--- src/rtl/snoop_bus_ctrl.sv ---
// rtl/snoop_bus_ctrl.sv - snooping bus controller, one transaction in flight; SNOOP_BUS_MEM_TIMEOUT_EN adds a memory wait timeout
module snoop_bus_ctrl #(
    parameter int NUM_CACHES  = 4,
    parameter int ADDR_W      = 32,
    parameter int MEM_TIMEOUT = 16
) (
    input  logic                         clk,
    input  logic                         rst,
    input  logic [NUM_CACHES-1:0]        req_valid,
    input  logic [2*NUM_CACHES-1:0]      req_op,
    input  logic [ADDR_W*NUM_CACHES-1:0] req_addr,
    output logic [NUM_CACHES-1:0]        grant,
    output logic [NUM_CACHES-1:0]        done,
    output logic                         done_shared,
    output logic                         snoop_valid,
    output logic [1:0]                   snoop_op,
    output logic [ADDR_W-1:0]            snoop_addr,
    output logic [NUM_CACHES-1:0]        snoop_src,
    input  logic [NUM_CACHES-1:0]        snoop_shared,
    input  logic [NUM_CACHES-1:0]        snoop_flush,
    output logic                         mem_rd_req,
    output logic [ADDR_W-1:0]            mem_addr,
    input  logic                         mem_ready,
    output logic                         mem_wb,
    output logic                         bus_err
);

    localparam int RR_W = (NUM_CACHES > 1) ? $clog2(NUM_CACHES) : 1;
    localparam logic [1:0] OP_BUSRD   = 2'b01;
    localparam logic [1:0] OP_BUSUPGR = 2'b11;

    typedef enum logic [2:0] {IDLE, SNOOP, RESP, MEM, DONE} state_t;

    state_t                 state;
    logic [RR_W-1:0]        rr;
    logic [RR_W-1:0]        ownerIdx;
    logic [1:0]             curOp;
    logic [ADDR_W-1:0]      curAddr;
    logic                   shReg;

    logic [NUM_CACHES-1:0]  eligible;
    logic                   pickFound;
    logic [RR_W-1:0]        pickIdx;
    logic [RR_W-1:0]        candIdx;
    logic [1:0]             pickOp;
    logic [ADDR_W-1:0]      pickAddr;
    logic [NUM_CACHES-1:0]  pickOh;
    logic                   sh;
    logic                   fl;
    logic [RR_W-1:0]        rrNext;

`ifdef SNOOP_BUS_MEM_TIMEOUT_EN
    localparam int TO_W = $clog2(MEM_TIMEOUT + 1);
    logic [TO_W-1:0]        memCnt;
`else
    logic                   unusedTimeout;
    assign unusedTimeout = (MEM_TIMEOUT > 0);
`endif

    // Eligible requesters and round-robin pick starting at rr
    always_comb begin
        eligible  = '0;
        pickFound = 1'b0;
        pickIdx   = '0;
        candIdx   = '0;
        for (int i = 0; i < NUM_CACHES; i++) begin
            eligible[i] = req_valid[i] && (req_op[2*i +: 2] != 2'b00);
        end
        for (int i = 0; i < NUM_CACHES; i++) begin
            candIdx = RR_W'((int'(rr) + i) % NUM_CACHES);
            if (!pickFound && eligible[candIdx]) begin
                pickFound = 1'b1;
                pickIdx   = candIdx;
            end
        end
    end

    // Operand mux for the picked requester, built from constant slices
    always_comb begin
        pickOp   = 2'b00;
        pickAddr = '0;
        pickOh   = '0;
        for (int i = 0; i < NUM_CACHES; i++) begin
            if (pickIdx == RR_W'(i)) begin
                pickOp    = req_op[2*i +: 2];
                pickAddr  = req_addr[ADDR_W*i +: ADDR_W];
                pickOh[i] = 1'b1;
            end
        end
    end

    // The owner never answers its own snoop, so its response bits are masked off
    assign sh     = |(snoop_shared & ~grant);
    assign fl     = |(snoop_flush  & ~grant);
    assign rrNext = (ownerIdx == RR_W'(NUM_CACHES - 1)) ? '0 : ownerIdx + 1'b1;

    // Transaction sequencer with registered outputs
    always_ff @(posedge clk) begin
        if (rst) begin
            state       <= IDLE;
            rr          <= '0;
            ownerIdx    <= '0;
            curOp       <= 2'b00;
            curAddr     <= '0;
            shReg       <= 1'b0;
            grant       <= '0;
            done        <= '0;
            done_shared <= 1'b0;
            snoop_valid <= 1'b0;
            snoop_op    <= 2'b00;
            snoop_addr  <= '0;
            snoop_src   <= '0;
            mem_rd_req  <= 1'b0;
            mem_addr    <= '0;
            mem_wb      <= 1'b0;
            bus_err     <= 1'b0;
`ifdef SNOOP_BUS_MEM_TIMEOUT_EN
            memCnt      <= '0;
`endif
        end else begin
            done        <= '0;
            done_shared <= 1'b0;
            snoop_valid <= 1'b0;
            mem_wb      <= 1'b0;
            bus_err     <= 1'b0;
            case (state)
                IDLE: begin
                    if (pickFound) begin
                        ownerIdx    <= pickIdx;
                        curOp       <= pickOp;
                        curAddr     <= pickAddr;
                        grant       <= pickOh;
                        snoop_valid <= 1'b1;
                        snoop_op    <= pickOp;
                        snoop_addr  <= pickAddr;
                        snoop_src   <= pickOh;
                        state       <= SNOOP;
                    end
                end
                SNOOP: begin
                    snoop_op   <= 2'b00;
                    snoop_addr <= '0;
                    snoop_src  <= '0;
                    state      <= RESP;
                end
                RESP: begin
                    shReg <= sh;
                    if (fl) begin
                        done        <= grant;
                        done_shared <= (curOp == OP_BUSRD);
                        mem_wb      <= 1'b1;
                        mem_addr    <= curAddr;
                        state       <= DONE;
                    end else if (curOp == OP_BUSUPGR) begin
                        done  <= grant;
                        state <= DONE;
                    end else begin
                        mem_rd_req <= 1'b1;
                        mem_addr   <= curAddr;
`ifdef SNOOP_BUS_MEM_TIMEOUT_EN
                        memCnt     <= '0;
`endif
                        state      <= MEM;
                    end
                end
                MEM: begin
                    if (mem_ready) begin
                        mem_rd_req  <= 1'b0;
                        mem_addr    <= '0;
                        done        <= grant;
                        done_shared <= (curOp == OP_BUSRD) && shReg;
                        state       <= DONE;
`ifdef SNOOP_BUS_MEM_TIMEOUT_EN
                    end else if (memCnt == TO_W'(MEM_TIMEOUT - 1)) begin
                        mem_rd_req <= 1'b0;
                        mem_addr   <= '0;
                        done       <= grant;
                        bus_err    <= 1'b1;
                        state      <= DONE;
                    end else begin
                        memCnt <= memCnt + 1'b1;
`endif
                    end
                end
                DONE: begin
                    grant    <= '0;
                    mem_addr <= '0;
                    rr       <= rrNext;
                    state    <= IDLE;
                end
                default: state <= IDLE;
            endcase
        end
    end

endmodule

--- config.mk ---
export PLATFORM = sky130hd
export DESIGN_NAME = snoop_bus_ctrl
export DESIGN_NICKNAME = d
export VERILOG_FILES = /design/src/rtl/snoop_bus_ctrl.sv
export SDC_FILE = /design/constraint.sdc
export NUM_CORES = 1
export LEC_CHECK = 0
export BUFFER_PORTS_ARGS = -buffer_cell sky130_fd_sc_hd__buf_4
export CELL_PAD_IN_SITES_DETAIL_PLACEMENT = 0
export CELL_PAD_IN_SITES_GLOBAL_PLACEMENT = 1
export CORE_MARGIN = 4
export CORE_UTILIZATION = 37
export CTS_CLUSTER_DIAMETER = 120
export DETAILED_ROUTE_END_ITERATION = 12
export PLACE_DENSITY = 0.95
export REMOVE_ABC_BUFFERS = 1
export SLEW_MARGIN = 20
export SYNTH_ARGS = -nofsm -noshare
export SYNTH_HDL_FRONTEND = slang
export SYNTH_SLANG_ARGS = --single-unit
--- constraint.sdc ---
create_clock -name clk -period 3.1 [get_ports clk]
set_clock_uncertainty 0.1 [all_clocks]
set_input_delay 0.775 -clock clk [delete_from_list [all_inputs] [get_ports clk]]
set_output_delay 0.775 -clock clk [all_outputs]
set_load 0.005 [all_outputs]
### Word-level counts from Yosys, hierarchy flattened

Cells that the tools add are included.

* register bits: 124
* input port bits: 151
* output and inout bits: 83
* word-level logic and storage cells: 133

* add/sub/neg operators: 4
* order comparisons: 4
* equality and inequality tests: 15
* mux-type cells: 58
* bitwise logic cells: 5
* reduce and logical (&&, ||, !) cells: 31

Operator list (number)
* $mux 32: 8
* $pmux 32 s3: 1
* $pmux 32 s2: 1
* $pmux 4 s2: 3
* $mux 2: 10
* $mux 1: 19
* $mux 4: 4
* $reduce_bool 2->1: 7
* $lt 2x3->1 const B: 4
* $mux 3: 4
* $pmux 3 s4: 1
* $and 4x4->4: 2
* $bmux 1 s2: 4
* $eq 2x2->1 const B: 4
* $logic_and 1x1->1: 8
* $ne 2x2->1 const B: 4
* $reduce_and 2->1: 4
* $reduce_or 4->1: 2
* $eq 3x2->1 const B: 2
* $add 2x1->2 const B: 2
* $add 2x2->2 const B: 2
* $eq 2x1->1 const B: 2
* $not 4->4: 1
* $pmux 1 s2: 2
* 12 further kinds: 16

### Longest topological paths before layout

Gate-level depths: netlist of run 1.

* depth in word-level cells: 21
* gate-level depth with buffers: 9
* gate-level depth less buffers: 6

### Worst setup path after synthesis of run 1

Ideal clock, no wire load.

* path kind: input to register
* start point: in req_op[1]
* end point: reg curAddr[10]
* setup time: 117 ps
* arrival: 2137 ps
* required time: 2883 ps
* setup slack: 746 ps
* stages on the path: 7
* path buffers: 2
* path through: o21a_4 -> o2bb2ai_2 -> or3_1 -> buf_6 -> buf_6 -> o22a_1 -> a32o_1

* cells in the longest elaborated chain, start to end: 19
* elaborated cells between the ends (all ways): 33
* classes of those cells: eq/ne (3); mux (20); reduce/logical (10)

Ends and longest elaborated chain
* start, declared: RTL line 10 `input logic [2*NUM_CACHES-1:0] req_op,`
* $reduce_bool 2->1 (*): RTL line 67 `eligible[i] = req_valid[i] && (req_op[2*i +: 2] != 2'b00);`
* $logic_and 1x1->1 (*): RTL line 67
* $bmux 1 s2: RTL line 71 `if (!pickFound && eligible[candIdx]) begin`
* $mux 1 (not written as such): RTL line 71
* $mux 1: RTL line 71
* $logic_not 1->1: RTL line 71
* $logic_and 1x1->1: RTL line 71
* $mux 1: RTL line 71
* $logic_not 1->1: RTL line 71
* $logic_and 1x1->1: RTL line 71
* $mux 1: RTL line 71
* $logic_not 1->1: RTL line 71
* $logic_and 1x1->1: RTL line 71
* $mux 2: RTL line 71
* $logic_not 2->1: RTL line 84 `if (pickIdx == RR_W'(i)) begin`
* $mux 32 (4 in a row): RTL line 84
* end signal, assigned: RTL line 131 `curAddr <= pickAddr;`
* end, declared: RTL line 38 `logic [ADDR_W-1:0] curAddr;`

Every way passes the cells marked *; elsewhere a longest branch is shown, timed or not. The select of a mux whose other input is x is not followed.
A chain may end at the register's enable or synchronous reset.

### Worst setup path after layout of run 1

* start point: in req_op[3]
* end point: reg snoop_addr[28]

* cells in the longest elaborated chain, start to end: 21
* elaborated cells between the ends (all ways): 36
* classes of those cells: eq/ne (4); mux (22); reduce/logical (10)

Ends and longest elaborated chain
* $reduce_bool 2->1 (*): RTL line 67
* $logic_and 1x1->1 (*): RTL line 67
* $bmux 1 s2: RTL line 71
* $mux 1 (not written as such): RTL line 71
* $mux 1: RTL line 71
* $logic_not 1->1: RTL line 71
* $logic_and 1x1->1: RTL line 71
* $mux 1: RTL line 71
* (+2 left out)
* $mux 1: RTL line 71
* $logic_not 1->1: RTL line 71
* $logic_and 1x1->1: RTL line 71
* $mux 2: RTL line 71
* $logic_not 2->1: RTL line 84
* $mux 32 (4 in a row): RTL line 84
* $mux 32: RTL line 128 `if (pickFound) begin`
* $pmux 32 s2: RTL line 126 `case (state)`
* end signal, assigned: RTL line 135 `snoop_addr <= pickAddr;`
* end, declared: RTL line 17 `output logic [ADDR_W-1:0] snoop_addr,`

Marked as above.

==> run summary, run 1 <==
status: finished clean
Max Fanout on Critical Path: 37
WL/cell: 17.7 um
pin count of the biggest net entering global routing: 42
R2R Setup Slk: 0.63 ns
boundary pin count: 234
Area growth syn-to-layout: 45.6%
# DRC: 0
Final period util: 0.836
crit path kind: in -> reg
worst slew pin tran: 0.903 ns
Fillers: 1351
Hold Crit Class: reg -> reg
CTS Sinks: 124
leakage: 0.00371 uW
Overflow after GRT: 0
Die X-Extent: 131 um
Hold Path Sink: snoop_op[1]
dpl cells: 1019
Total Routing Usage GR: 0.210
VDD IR max: 356 uV
Pwr Density: 635 nW/um^2
CTS tree: built
first-pass GRT wire length: 29300 um
vias in the first global route: 5585
hold_buf cts: 0
clock tree buffer depth: 2
cells after synthesis: 631
die outline height: 131 um
antenna-violating nets left: 0
Area after DPL: 7560 um^2
share of layout cells above drive strength 1: 0.351
register bit total from synthesis: 124
initial antenna violation count: 0
Hold Path Origin: snoop_op[1]
synthesized area: 5630 um^2
final non-filler cell total: 1049
vias per cell: 5.37
detailed placement HPWL: 13800 um
setup bufs post-CTS: 0
Cell Rows: 44
Initial DRC Count: 264
CP required: 3.34 ns
Finished Cell Area: 8200 um^2
cts repair resizes: 0
Worst Hold Depth: 2
Initial Util: 0.383
Setup crit start kind: input pin
port bufs: 232
final hold violations: 0
CTS buffer count: 17
launch point of the worst reg-to-reg path: state[1]
Worst R2R End: snoop_addr[28]
clock transition at the registers of the reported paths: 0.05 ns
final setup TNS: 0 ns
fin crit period: 2.59 ns
Slew HR: 0.394
top_reg_cell synth: dfxtp_1
register area share after synthesis: 0.441
Ys Warns: 0
RSZ-0062 raised after global routing: no
Post-Place Worst Slack: 0.114 ns
worst r2r path cells: 5
Worst setup EP type: flip-flop
fin. max-slew vios: 0
clk_lat worst skew: 0.41 ns
# diodes: 0
first drt pass iteration count: 5
clock root cell: clkbuf_16
H-tree Lvls: 4
asr flop ratio synth: 0
Post-synth EDFFs: 0
slack of the critical path: 0.508 ns
via count: 5635
Setup violations, final: 0
Peak Freq: 386 MHz
max cap viols: 0
Avg Inst Size Synth: 8.92 um^2
core area: 14700 um^2
fin nets: 1006
Yosys cell types: 54
CP arrival: 2.84 ns
WL final: 18500 um
Tot Pwr: 5200 uW
routability cong.: 0.825
die area: 17300 um^2
[routing by layer]
layer | up-vias | global-route usage | routed length, um
met5 | - | 0 | 0
met4 | 0 | 0.0898 | 510
met3 | 33 | 0.0692 | 1580
met2 | 226 | 0.345 | 8720
met1 | 2620 | 0.252 | 7730
li1 | 2756 | - | -
[critical path, cell delays in order]
cell     delay, ns
buf_4         0.09
o21a_1        0.32
nor4_4        0.11
nor2b_1       0.58
nand2_4       0.16
inv_2         0.53
a32o_1        0.27
[metrics by stage]
step / hold slack (ns) / util
2_1_floorplan: 0.342 / -
3_5_place_dp: 0.344 / 0.514
3_3_place_gp: 0.340 / 0.514
5_1_grt: 0.375 / 0.558
4_1_cts: 0.352 / 0.558
6_report: 0.350 / 0.558
[placed cells by master (no fill, tap or decap), types with 3 or more instances in the layout]
cell,Yosys,layout
buf_4,3,252
nand2_1,127,127
dfxtp_1,124,124
nand3_1,46,46
a32o_1,46,46
a21oi_1,39,38
mux2i_1,34,34
nor2b_1,24,24
nor2_1,20,19
o22a_1,18,18
clkbuf_16,0,17
o22ai_1,11,11
a22o_1,8,8
o21ai_1,7,7
inv_1,7,7
o21ai_0,6,6
and3_1,6,6
nor4_1,6,6
o211a_1,5,5
a22oi_1,5,5
clkbuf_8,0,5
o221ai_1,4,4
bufinv_16,0,4
o21a_1,3,3
buf_12,0,3
[logic make-up after synthesis]
group / count (synthesis) / synth area share
AOI/OAI and AO/OA: 169 / 0.241
adders and majority gates: 1 / 0.00222
buffers and inverters: 60 / 0.0556
DFF: 124 / 0.441
muxes: 36 / 0.0645
other: 1 / 0.000666
and+or+nand+nor: 240 / 0.195
[area by class of cell]
cell class                      count  area [um^2]  share of cell area
Clock buffer                       24          502              0.0612
Clock inverter                      6          133              0.0162
Inverter                            9         33.8             0.00412
Multi-Input combinational cell    447         2860               0.349
Sequential cell                   124         2480               0.303
Tap cell                          184          230              0.0281
Timing Repair Buffer              255         1950               0.238
[registers in the layout, summed over array words and instances, names as in the netlist]
register,flops
curOp,2
rr,2
curAddr,32
snoop_valid,1
done,4
snoop_src,4
snoop_op,2
shReg,1
mem_addr,32
mem_rd_req,1
mem_wb,1
state,3
snoop_addr,32
ownerIdx,2
grant,4
done_shared,1
[how the worst max path moves through the flow]
stage / startpoint / end / slack (ns) / depth (start not counted)
final: req_op[3] / snoop_addr[28] / 0.51 / 7
after global routing: req_op[3] / snoop_addr[24] / 0.42 / 7
after CTS: req_op[5] / snoop_addr[25] / 0.56 / 6
after detailed placement: req_op[5] / snoop_addr[25] / 0.11 / 6
after global placement: req_op[5] / curAddr[25] / 0.12 / 6
after floorplan: req_op[5] / curAddr[4] / -0.31 / 5
[power by group]
group | leakage [uW] | switching (uW) | total [uW] | internal [uW]
clock | 0.000308 | 675 | 2120 | 1440
sequential | 0.00101 | 95.2 | 1880 | 1790
combinational | 0.00239 | 614 | 1200 | 588
total | 0.00371 | 1380 | 5200 | 3820
[cells in the mapped netlist, drive strengths merged (2+ instances only)]
library cell | n | area [um^2]
mux2i | 34 | 340
and3 | 6 | 37.5
nor4 | 7 | 58.8
o221ai | 4 | 35.0
o22a | 18 | 158
a22o | 8 | 70.1
mux2 | 2 | 22.5
nand3 | 46 | 230
o22ai | 11 | 68.8
nand2 | 128 | 488
nor2 | 21 | 81.3
o21a | 4 | 37.5
o211a | 6 | 60.1
buf | 34 | 214
inv | 8 | 30.0
a21oi | 39 | 195
o211ai | 3 | 27.5
a22oi | 5 | 37.5
nand2b | 3 | 18.8
nor2b | 24 | 150
a31o | 2 | 17.5
dfxtp | 124 | 2480
nor3 | 3 | 20.0
a32o | 46 | 460
a2111oi | 2 | 36.3
clkbuf | 17 | 65.1
o21ai | 14 | 73.8
Note: power is estimated with default switching activity, not from simulation.
==> run 2, diff against run 1 <==
--- a/config.mk
+++ b/config.mk
@@ -5,14 +5,15 @@
 export SDC_FILE = /design/constraint.sdc
 export NUM_CORES = 1
 export LEC_CHECK = 0
+export ABC_AREA = 1
 export BUFFER_PORTS_ARGS = -buffer_cell sky130_fd_sc_hd__buf_4
 export CELL_PAD_IN_SITES_DETAIL_PLACEMENT = 0
 export CELL_PAD_IN_SITES_GLOBAL_PLACEMENT = 1
 export CORE_MARGIN = 4
-export CORE_UTILIZATION = 37
+export CORE_UTILIZATION = 30
 export CTS_CLUSTER_DIAMETER = 120
 export DETAILED_ROUTE_END_ITERATION = 12
-export PLACE_DENSITY = 0.95
+export PLACE_DENSITY = 0.86
 export REMOVE_ABC_BUFFERS = 1
 export SLEW_MARGIN = 20
 export SYNTH_ARGS = -nofsm -noshare
==> constraint.sdc (replaced) <==
create_clock -name clk -period 2.25 [get_ports clk]
set_clock_uncertainty 0.1 [all_clocks]
set_input_delay 0.5625 -clock clk [delete_from_list [all_inputs] [get_ports clk]]
set_output_delay 0.5625 -clock clk [all_outputs]
set_load 0.005 [all_outputs]
==> run summary, run 2 <==
die outline height: 149 um (was 131 um)
Pwr Density: 1090 nW/um^2 (was 635 nW/um^2)
routability cong.: 0.853 (was 0.825)
Total Routing Usage GR: 0.194 (was 0.210)
status: complete, but fails checks (was finished clean)
Synth Area in Adders: 0.00209 (was 0.00222)
Overflow after GRT: 0 (unchanged)
first drt pass iteration count: 4 (was 5)
Hold Crit Class: reg -> reg (unchanged)
post-synthesis mux area share: 0 (was 0.0645)
Worst setup EP type: flip-flop (unchanged)
pin count of the biggest net entering global routing: 69 (was 42)
Tot Pwr: 10400 uW (was 5200 uW)
most numerous cell in the Yosys netlist: nand2_1 (unchanged)
simple-gate share of the synthesized area: 0.340 (was 0.195)
clk_lat worst skew: 0.42 ns (was 0.41 ns)
slack of the critical path: -0.0230 ns (was 0.508 ns)
Initial DRC Count: 304 (was 264)
register area share after synthesis: 0.414 (was 0.441)
Final Util: 0.488 (was 0.558)
failing checks: negative setup slack
sequential cell area: 2480 um^2 (about the same)
CTS buffer count: 17 (unchanged)
Top Registers: curAddr x32, mem_addr x32, snoop_addr x32 (unchanged)
Area growth syn-to-layout: 59.3% (was 45.6%)
CTS Sinks: 124 (unchanged)
dominant cell type by area after synthesis: dfxtp_1 (unchanged)
top cell type's share of synthesized area: 0.414 (was 0.441)
final hold violations: 0 (unchanged)
CTS tree: built (unchanged)
Post-synth top cells: nand2_1 (233), dfxtp_1 (124), nand3_1 (123) (was nand2_1 (127), dfxtp_1 (124), a32o_1 (46), nand3_1 (46), a21oi_1 (39))
detailed placement HPWL: 15600 um (was 13800 um)
Setup violations, final: 14 (was 0)
register bit total from synthesis: 124 (unchanged)
vias per cell: 4.66 (was 5.37)
Cell Rows: 51 (was 44)
# DRC: 0 (unchanged)
most common cell after layout, fill and taps aside: buf_4 (unchanged)
Fillers: 1963 (was 1351)
Synth area leaders: dfxtp_1 (41%), nand2_1 (15%), nand3_1 (10%) (was dfxtp_1 (44%), nand2_1 (8.5%), a32o_1 (8.2%))
main combinational cell family by area after synthesis: simple AND/OR/NAND/NOR gates (was compound AO/OA/AOI/OAI gates)
fin crit period: 2.27 ns
port bufs: 232 (unchanged)
VDD IR max: 485 uV (was 356 uV)
XOR/XNOR Fraction of Synth Area: 0.00417 (was 0)
clock transition at the registers of the reported paths: 0.06 ns (was 0.05 ns)
first-pass GRT wire length: 33900 um (was 29300 um)
clock root cell: clkbuf_16 (unchanged)
boundary pin count: 234 (unchanged)
core area: 19600 um^2 (was 14700 um^2)
synthesized area: 6000 um^2 (was 5630 um^2)
top_reg_cell synth: dfxtp_1 (unchanged)
WL final: 21900 um (was 18500 um)
initial antenna violation count: 2 (was 0)
Compound-Gate Fraction of Synth Area: 0.126 (was 0.241)
Final period util: 1.01
area of the multi-input gates: 3230 um^2 (was 2860 um^2)
max cap viols: 0 (unchanged)
crit path kind: reg -> reg (was in -> reg)
vias in the first global route: 6340 (was 5585)
WL/cell: 15.3 um (was 17.7 um)
leakage: 0.00463 uW (was 0.00371 uW)
asr flop ratio synth: 0 (unchanged)
Yosys cell types: 37 (was 54)
clock tree buffer depth: 2 (unchanged)
CP required: 2.44 ns (was 3.34 ns)
Setup crit start kind: flip-flop (was input pin)
share of layout cells above drive strength 1: 0.370 (was 0.351)
CP arrival: 2.47 ns (was 2.84 ns)
cells after synthesis: 897 (was 631)
Post-synth EDFFs: 0 (unchanged)
die area: 22300 um^2 (was 17300 um^2)
fin. max-slew vios: 0 (unchanged)
RSZ-0062 raised after global routing: yes (was no)
Initial Util: 0.306 (was 0.383)
antenna-violating nets left: 0 (unchanged)
Avg Inst Size Synth: 6.69 um^2 (was 8.92 um^2)
Ys Warns: 0 (unchanged)
most frequent cells in the layout: buf_4 (267), nand2_1 (196), dfxtp_1 (122), inv_1 (103), nand3_1 (100) (was buf_4 (252), nand2_1 (127), dfxtp_1 (124), nand3_1 (46), a32o_1 (46))
Max Fanout on Critical Path: 39 (was 37)
via count: 6703 (was 5635)
Peak Freq: 440 MHz
H-tree Lvls: 4 (unchanged)
Die X-Extent: 149 um (was 131 um)
fin nets: 1311 (was 1006)
-- run 2: changes by cell type after synthesis, moves of 15 or more --
cell / before / now
a21oi_1: 39 / 86
a32o_1: 46 / 0
buf_2: 24 / 9
inv_1: 7 / 103
mux2i_1: 34 / 0
nand2_1: 127 / 233
nand3_1: 46 / 123
nor2_1: 20 / 73
nor2b_1: 24 / 0
o21ai_0: 6 / 46
o22a_1: 18 / 0
-- run 2: path summary, 6_finish.rpt --
| kind | startpoint | to | slack [ns] | cells past startpoint |
|---|---|---|---|---|
| worst max-delay path | rr[0] | snoop_addr[31] | -0.02 | 15 |
| worst min-delay path | snoop_src[1] | snoop_src[1] | 0.34 | 2 |
| worst max register to register | rr[0] | snoop_addr[31] | -0.02 | 15 |
| worst min register to register | snoop_src[1] | snoop_src[1] | 0.34 | 2 |
-- run 2: report_power, final --
part           switching [uW]  internal [uW]  leakage (uW)
registers                 287           2710       0.00101
logic                    2570           2070       0.00333
clock network            1040           1700      0.000287
total                    3900           6480       0.00463
-- run 2: timing repair --
action                                  4_1_cts  5_1_grt
setup buffers                                13        1
hold endpoints to repair                      0        0
gates resized for setup                      44      114
pin swaps                                    21       33
gates cloned                                  3        0
endpoints found under the setup margin       60       76
hold buffers                                  0        0
-- run 2: area by class of cell --
| cell class | instances | area share |
|---|---|---|
| multi-input cells | 613 | 0.338 |
| repair buffers | 296 | 0.261 |
| flip-flops and latches | 124 | 0.260 |
| clock buffers | 20 | 0.0478 |
| inverters | 107 | 0.0436 |
| well taps | 265 | 0.0347 |
| clock inverters | 12 | 0.0144 |
| diodes | 1 | 0.000262 |
-- run 2: critical path, cell delays in order (launching register included) --
cell     delay, ns
dfxtp_2       0.32
buf_12        0.15
nand3_1       0.13
nand2_2       0.08
nand2_1       0.05
a21oi_1       0.04
nor2_1        0.15
buf_4         0.13
nand2_2       0.06
nor2_4        0.22
buf_12        0.25
nor2_1        0.09
nor2_2        0.12
nand3_2       0.08
nand2_2       0.09
a21oi_1       0.06
-- run 2: kinds of logic (layout without fill, tap and decap cells) --
family,after synthesis,after routing
XOR/XNOR,2,2
other,1,2
AO/OA/AOI/OAI,145,145
adder cells (fa/ha/maj),1,1
buffers and inverters,160,435
AND/OR/NAND/NOR,464,464
flip-flops,124,124
-- run 2: per-layer routing --
layer,up-vias,track usage,routed length [um]
met5,-,0,20
met3,31,0.0395,1360
li1,3414,-,-
met2,193,0.324,10500
met4,2,0.0673,474
met1,3063,0.249,9560
-- run 2: metrics by stage --
stage / hold WS (ns) / cell area [um^2] / setup TNS (ns) / setup slack [ns] / cells
after floorplan: 0.340 / 5720 / -83.18 / -1.38 / 844
after global placement: 0.330 / 8310 / -17.21 / -0.292 / 1391
after detailed placement: 0.335 / 8310 / -20.32 / -0.344 / 1391
after CTS: 0.350 / 9280 / -0.445 / -0.0239 / 1438
after global routing: 0.364 / 9560 / -10.71 / -0.206 / 1438
final: 0.344 / 9560 / -0.127 / -0.0230 / 1438
